## src/rtl/seq_det_pkg.sv

```systemverilog
// seq_det_pkg: reset defaults plus length-clamp and low-bit masking helpers for the pattern detector.
package seq_det_pkg;
    localparam int SEQ_MAX_W = 64;
    localparam logic [SEQ_MAX_W-1:0] SEQ_DEF_PATTERN = 64'b101;
    localparam int SEQ_DEF_LEN = 3;
    localparam bit SEQ_DEF_OVERLAP = 1'b1;

    function automatic int clamp_len(input int len, input int max_len);
        return (len < 1) ? 1 : (len > max_len) ? max_len : len;
    endfunction

    function automatic logic [SEQ_MAX_W-1:0] low_bits(input logic [SEQ_MAX_W-1:0] v, input int len);
        return (len >= SEQ_MAX_W) ? v : v & ((64'd1 << len) - 64'd1);
    endfunction
endpackage

```

## src/rtl/seq_sat_counter.sv

```systemverilog
// seq_sat_counter: saturating up-counter where clear applies first and a same-edge increment still counts.
module seq_sat_counter #(
    parameter int CNT_W = 8
) (
    input  logic             clk,
    input  logic             rst,
    input  logic             inc,
    input  logic             clr,
    output logic [CNT_W-1:0] count
);
    always_ff @(posedge clk) begin
        if (rst) count <= '0;
        else if (clr) count <= CNT_W'(inc);
        else if (inc && count != '1) count <= count + 1'b1;
    end
endmodule

```

## src/rtl/seq_detector_param.sv

```systemverilog
// seq_detector_param: run-time programmable serial pattern detector with registered match pulse and counter.
// Define SEQ_DETECTOR_MEALY_OUT_EN to drive match_early with the same-cycle combinational hit.
module seq_detector_param
    import seq_det_pkg::*;
#(
    parameter int                 MAX_LEN     = 8,
    parameter int                 LEN_W       = $clog2(MAX_LEN+1),
    parameter int                 CNT_W       = 8,
    parameter logic [MAX_LEN-1:0] DEF_PATTERN = MAX_LEN'(SEQ_DEF_PATTERN),
    parameter int                 DEF_LEN     = SEQ_DEF_LEN,
    parameter bit                 DEF_OVERLAP = SEQ_DEF_OVERLAP
) (
    input  logic               clk,
    input  logic               rst,
    input  logic               cfg_load,
    input  logic [MAX_LEN-1:0] cfg_pattern,
    input  logic [LEN_W-1:0]   cfg_len,
    input  logic               cfg_overlap,
    input  logic               in_valid,
    input  logic               in_bit,
    input  logic               count_clr,
    output logic               match,
    output logic [CNT_W-1:0]   match_count,
    output logic               match_early
);
    localparam logic [LEN_W-1:0] RST_LEN = LEN_W'(clamp_len(DEF_LEN, MAX_LEN));
    localparam logic [LEN_W-1:0] FULL = LEN_W'(MAX_LEN);

    logic [MAX_LEN-1:0] pattern, history, candidate;
    logic [LEN_W-1:0]   len, fill;
    logic               overlap, hit, accept;

    assign candidate = {history[MAX_LEN-2:0], in_bit};
    assign hit = in_valid && ({1'b0, fill} + 1'b1 >= {1'b0, len}) &&
                 low_bits(SEQ_MAX_W'(candidate ^ pattern), int'(len)) == '0;
    // A bit arriving together with cfg_load is discarded, so it can never hit.
    assign accept = hit && !cfg_load;

`ifdef SEQ_DETECTOR_MEALY_OUT_EN
    assign match_early = accept && !rst;
`else
    assign match_early = 1'b0;
`endif

    always_ff @(posedge clk) begin
        if (rst) begin
            pattern <= DEF_PATTERN;
            len     <= RST_LEN;
            overlap <= DEF_OVERLAP;
            history <= '0;
            fill    <= '0;
            match   <= 1'b0;
        end else if (cfg_load) begin
            pattern <= cfg_pattern;
            len     <= LEN_W'(clamp_len(int'(cfg_len), MAX_LEN));
            overlap <= cfg_overlap;
            history <= '0;
            fill    <= '0;
            match   <= 1'b0;
        end else begin
            match <= hit;
            if (in_valid) begin
                history <= candidate;
                fill    <= (hit && !overlap) ? '0 : (fill == FULL) ? fill : fill + 1'b1;
            end
        end
    end

    seq_sat_counter #(.CNT_W(CNT_W)) u_cnt (
        .clk   (clk),
        .rst   (rst),
        .inc   (accept),
        .clr   (count_clr),
        .count (match_count)
    );
endmodule

```

## config.mk

```make
export PLATFORM = sky130hd
export DESIGN_NAME = seq_detector_param
export DESIGN_NICKNAME = d
export VERILOG_FILES = /design/src/rtl/seq_det_pkg.sv /design/src/rtl/seq_sat_counter.sv /design/src/rtl/seq_detector_param.sv
export SDC_FILE = /design/constraint.sdc
export NUM_CORES = 1
export LEC_CHECK = 0
export CAP_MARGIN = 20
export CORE_MARGIN = 4
export CORE_UTILIZATION = 40
export CTS_CLUSTER_DIAMETER = 120
export DETAILED_ROUTE_END_ITERATION = 7
export HOLD_SLACK_MARGIN = 0.03
export PLACE_DENSITY_LB_ADDON = 0.12
export SKIP_LAST_GASP = 1
export SLEW_MARGIN = 20
export SYNTH_ARGS = -nofsm -noshare
export SYNTH_HDL_FRONTEND = slang
export SYNTH_SLANG_ARGS = --single-unit
```

## constraint.sdc

```tcl
create_clock -name clk -period 3.6 [get_ports clk]
set_clock_uncertainty 0.15 [all_clocks]
set_input_delay 0.72 -clock clk [delete_from_list [all_inputs] [get_ports clk]]
set_output_delay 0.72 -clock clk [all_outputs]
set_load 0.1 [all_outputs]
```

### Word level (Yosys, flattened, before mapping)

Cells that the tools add are included.

| word-level totals | value |
|---|---|
| register bits after elaboration | 33 |
| bits of input ports | 19 |
| output and inout port bits | 10 |

| operators by class | value |
|---|---|
| add/sub/neg operators | 4 |
| $lt $le $gt $ge | 3 |
| equality and inequality tests | 3 |
| shifts and indexed selects | 1 |
| mux-type cells | 6 |
| bitwise gates (word level) | 2 |
| reduce and logical (&&, ||, !) cells | 12 |

Operator list:

| operator | number |
|---|---|
| $and A8 B64 Y64 | 1 |
| $logic_not A64 Y1 | 1 |
| $shl A1 B4 Y64 const A | 1 |
| $sub A64 B1 Y64 const B | 1 |
| $mux W4 | 4 |
| $add A8 B1 Y8 const B | 1 |
| $ne A8 B8 Y1 const B | 1 |
| $xor A8 B8 Y8 | 1 |
| $add A4 B1 Y5 const B | 1 |
| $ge A5 B4 Y1 | 1 |
| $logic_and A1 B1 Y1 | 5 |
| $add A4 B1 Y4 const B | 1 |
| $eq A4 B4 Y1 const B | 1 |
| $gt A4 B4 Y1 const B | 1 |
| $lt A4 B1 Y1 const B | 1 |
| $reduce_or A2 Y1 | 2 |
| $logic_not A1 Y1 | 2 |
| $mux W1 | 2 |
| $ne A2 B2 Y1 const B | 1 |
| $reduce_and A2 Y1 | 1 |
| $reduce_bool A2 Y1 | 1 |

### Logic depth before layout (Yosys ltp)

| depth | value |
|---|---|
| word-level depth | 9 |
| gate-level depth with buffers | 12 |
| depth with buffers taken out | 9 |

### Modules after synthesis

Synthesis repeated with hierarchy kept, for this count alone.

| unflattened totals | value |
|---|---|
| cell total of the unflattened synthesis | 197 |
| area, all modules | 1765.4 sq um |

By module, submodules not included:

| module | instances | cells an instance | area each (sq um) |
|---|---|---|---|
| seq_detector_param | 1 | 151 | 1355.0 |
| seq_sat_counter | 1 | 46 | 410.4 |

### Least setup slack after synthesis

OpenSTA, ideal clock, no wires.

| timing path | value |
|---|---|
| kind | register to register |
| from | register len[3] |
| to | register u_cnt.count[0] |
| setup time | 81 ps |
| arrival time | 2559 ps |
| data required time | 3369 ps |
| slack | 810 ps |
| cell stages (with the launch flop) | 12 |
| buffers on the path | 3 |
| cells stage by stage | dfxtp_1 buf_6 or4_4 ha_1 clkbuf_1 nor3_1 a21oi_1 o31ai_1 a22o_1 clkbuf_1 o21ai_0 a41oi_1 |

| between the ends | value |
|---|---|
| word-level cells in the longest chain between the ends | 8 |

RTL lines:

| item | line | text |
|---|---|---|
| start: declaration | seq_detector_param.sv:30 | `logic [LEN_W-1:0] len, fill;` |
| start signal: assignment | seq_detector_param.sv:55 | `len <= LEN_W'(clamp_len(int'(cfg_len), MAX_LEN));` |
| $shl A1 B4 Y64 | seq_det_pkg.sv:13 | `return (len >= SEQ_MAX_W) ? v : v & ((64'd1 << len) - 64'd1);` |
| $sub A64 B1 Y64 | seq_det_pkg.sv:13 |  |
| $and A8 B64 Y64 | seq_det_pkg.sv:13 |  |
| $logic_not A64 Y1 | seq_detector_param.sv:35 | `low_bits(SEQ_MAX_W'(candidate ^ pattern), int'(len)) == '0;` |
| $logic_and A1 B1 Y1 * | seq_detector_param.sv:34 | `assign hit = in_valid && ({1'b0, fill} + 1'b1 >= {1'b0, len}) &&` |
| $logic_and A1 B1 Y1 * | seq_detector_param.sv:37 | `assign accept = hit && !cfg_load;` |
| $logic_and A1 B1 Y1 | seq_sat_counter.sv:14 | `else if (inc && count != '1) count <= count + 1'b1;` |
| $reduce_bool A2 Y1 (no line) | - |  |
| end signal: assignment | seq_sat_counter.sv:13 | `else if (clr) count <= CNT_W'(inc);` |
| end signal: assignment | seq_sat_counter.sv:14 |  |
| end: declaration | seq_sat_counter.sv:9 | `output logic [CNT_W-1:0] count` |

Mark *: on every way between the ends. The rest lies on a longest branch, timed or not.
A chain may end at the register's enable or synchronous reset.

### Worst setup path after layout

| timing path | value |
|---|---|
| from | register len[0] |
| to | register u_cnt.count[3] |

| between the ends | value |
|---|---|
| word-level cells in the longest chain between the ends | 7 |

RTL lines:

| item | line |
|---|---|
| $shl A1 B4 Y64 | seq_det_pkg.sv:13 |
| $sub A64 B1 Y64 | seq_det_pkg.sv:13 |
| $and A8 B64 Y64 | seq_det_pkg.sv:13 |
| $logic_not A64 Y1 | seq_detector_param.sv:35 |
| $logic_and A1 B1 Y1 * | seq_detector_param.sv:34 |
| $logic_and A1 B1 Y1 * | seq_detector_param.sv:37 |
| $logic_and A1 B1 Y1 * | seq_sat_counter.sv:14 |

Marked as above.

==> results.cfg <==
[setup_path]
worstPathArrival_ns = 3.00
worst-setup-path-type = reg -> reg
end_kind = flop
crit_fanout = 20
cp.required_ns = 3.66
startpoint_type = flop

[synth]
syn_avg_cell_area_sq_um = 8.77
synth-edff-count = 0
yosys.cell_types.count = 51
syn-num-nets = 236
synth-seq-cells = 33
syn-cell-area_sq_um = 1830
synth_ff_type = dfxtp_1
async_flop_share_pct = 0
synth.top_cells.by_area = dfxtp_1, mux2i_1, ha_1, nor2_1, nand2_1
synthCells = 209
yosysTopAreaCell = dfxtp_1
synth-seq-area-share_pct = 36.0
ys.warnings.count = 0
synth_top_area_share_pct = 36.0

[worst_hold_path]
worstHoldPathType = reg -> reg

[floorplan]
ios = 29
core_area_sq_um = 4380
dieArea_sq_um = 5730
fp-row-count = 24
fp.dieH_microns = 75.7
die_width_microns = 75.7
initial_core_util_pct = 41.8

[pwr]
power_frac_clock_pct = 35.0
comb_power_share_pct = 19.4
power-per-cell-area_nw_per_um2 = 398
ir_worst_vdd_mv = 0.206
swShare_pct = 28.3
p_int_mw = 0.633
power_frac_seq_pct = 45.6
power.switching_mw = 0.250
power.leakage_nw = 0.869
finalPower_mw = 0.884

[route]
drtPass1Iterations = 4
antenna_left = 0
drt_iter0_drc = 63
via_per_inst = 5.37
wl_microns = 3990
avgRoutedWirePerCell_microns = 13.8
drt_drc_violations_left = 0
vias = 1553

[sta]
clock.fmax_ghz = 0.341
setup_viol = 0
timing.slew.headroom_pct = 35.9
setup-tns-final_ns = 0
rsz0062_at_grt = false
period_minus_slack_ns = 2.93
worst_hold_slack_ns = 0.345
hold_viol = 0
worst_slack_ns = 0.666
tightest_slew_ns = 0.959
fin_crit_sh_pct = 81.5
slew_viol_final = 0

[clocking]
numCtsBuffers = 5
holdBufCountCts = 0
postCtsSetupRepairBufs = 0
ctsHtreeMaxLevel = 2
clock_latency_ns = 0.29
clk_path_buf_depth = 2
numClockSinks = 33
cts_tree = done
cts-root-buf = clkbuf_8
cts.repair.resized = 0
clkSlewWorstSetupHoldPaths_ns = 0.08

[place]
placedCellCount = 281
place_hpwl_microns = 2990
post-place-ws_ns = 0.544
place_congestion = 0.804
place_area_sq_um = 2120
portBuffers = 27

[grt]
antenna_found_initial = 0
grt.total_usage_pct = 15.9
grt_pass1_wl_microns = 7010
grt_pass1_vias = 1553
overflow = 0
grt_start_max_net_pins = 21

[finish]
n_antenna_cell = 0
nNetsFinal = 263
fin_area_sq_um = 2220
final_core_util_pct = 50.7
syn_to_final_growth_pct = 21.2
instances_no_fill = 289
drive_gt1_share_pct = 9.70
most-common-layout-cells = dfxtp_1, nor2_1, clkdlybuf4s50_1
layout_commonest_cell = dfxtp_1

[run_status]
status = complete, no violations

[run]
maxCapViolCount = 0
path summary, 6_finish.rpt:
check,startpoint,depth (start not counted),slack (ns),to
hold / removal,overlap,2,0.34,overlap
setup / recovery,len[0],7,0.67,u_cnt.count[3]
setup reg to reg,len[0],7,0.67,u_cnt.count[3]
hold reg to reg,overlap,2,0.34,overlap
layer usage:
layer | track usage [%] | vias to the layer above | wire length (microns)
met5 | 0 | - | 0
met4 | 4.66 | 0 | 48
met3 | 3.96 | 5 | 138
met2 | 26.7 | 27 | 1900
met1 | 20.2 | 704 | 1900
li1 | - | 817 | -
registers in the layout, indices dropped and copies added (netlist names):
signal and cells:
len 4, u_cnt.count 8, pattern 8, overlap 1
match 1, history 7, fill 4
power by group through the flow:
stage               Clock, mW  Combinational, mW  Sequential (mW)
detailed placement          0              0.170            0.412
global route            0.339              0.195            0.406
CTS                     0.322              0.172            0.403
finish                  0.309              0.171            0.403
floorplan                   0              0.124            0.408
global placement            0              0.169            0.411
layout make-up:
cell class                 count  area, sq um
tap                           52         65.1
timing repair buffer          31          283
clock buffer                   7         96.3
inverter                       7         26.3
sequential                    33          661
clock inverter                 1         5.00
fill                         432         2160
multi-input combinational    158         1080
worst max-delay path: stages (launching register included):
cell and delay, ns:
dfxtp_1 0.40, or4_4 0.58, ha_1 0.29, o22ai_1 0.06, and4bb_1 0.30, o211ai_2 0.35
or4_1 0.59, a21boi_1 0.14
Yosys cell counts, types with 2 or more instances:
cell type / count
o311ai_1: 3
xor2_1: 5
nand2_1: 16
mux2i_1: 19
xnor2_1: 6
clkbuf_1: 5
nor2b_1: 2
a22oi_1: 2
nor3_1: 4
nand4_1: 2
nor2_1: 24
o211ai_1: 2
o21ai_1: 4
or4_1: 3
o31ai_1: 4
o21ai_0: 6
inv_1: 5
a21oi_1: 7
a21boi_1: 3
nand2b_1: 3
dfxtp_1: 33
ha_1: 8
or3_1: 5
buf_6: 2
o41ai_1: 3
buf_1: 2
nor4_1: 3
nand3_1: 5
cell families (layout without fill, tap and decap cells):
logic type / Yosys count / in the layout / share of synthesized area [%]
XOR/XNOR: 11 / 11 / 5.26
adder cells (fa/ha/maj): 8 / 8 / 5.46
other: 1 / 1 / 0.205
AO/OA/AOI/OAI: 47 / 47 / 18.3
buffers and inverters: 18 / 46 / 4.78
multiplexers: 19 / 19 / 10.4
AND/OR/NAND/NOR: 72 / 72 / 19.6
flip-flops: 33 / 33 / 36.0
Note: power is estimated with default switching activity, not from simulation.
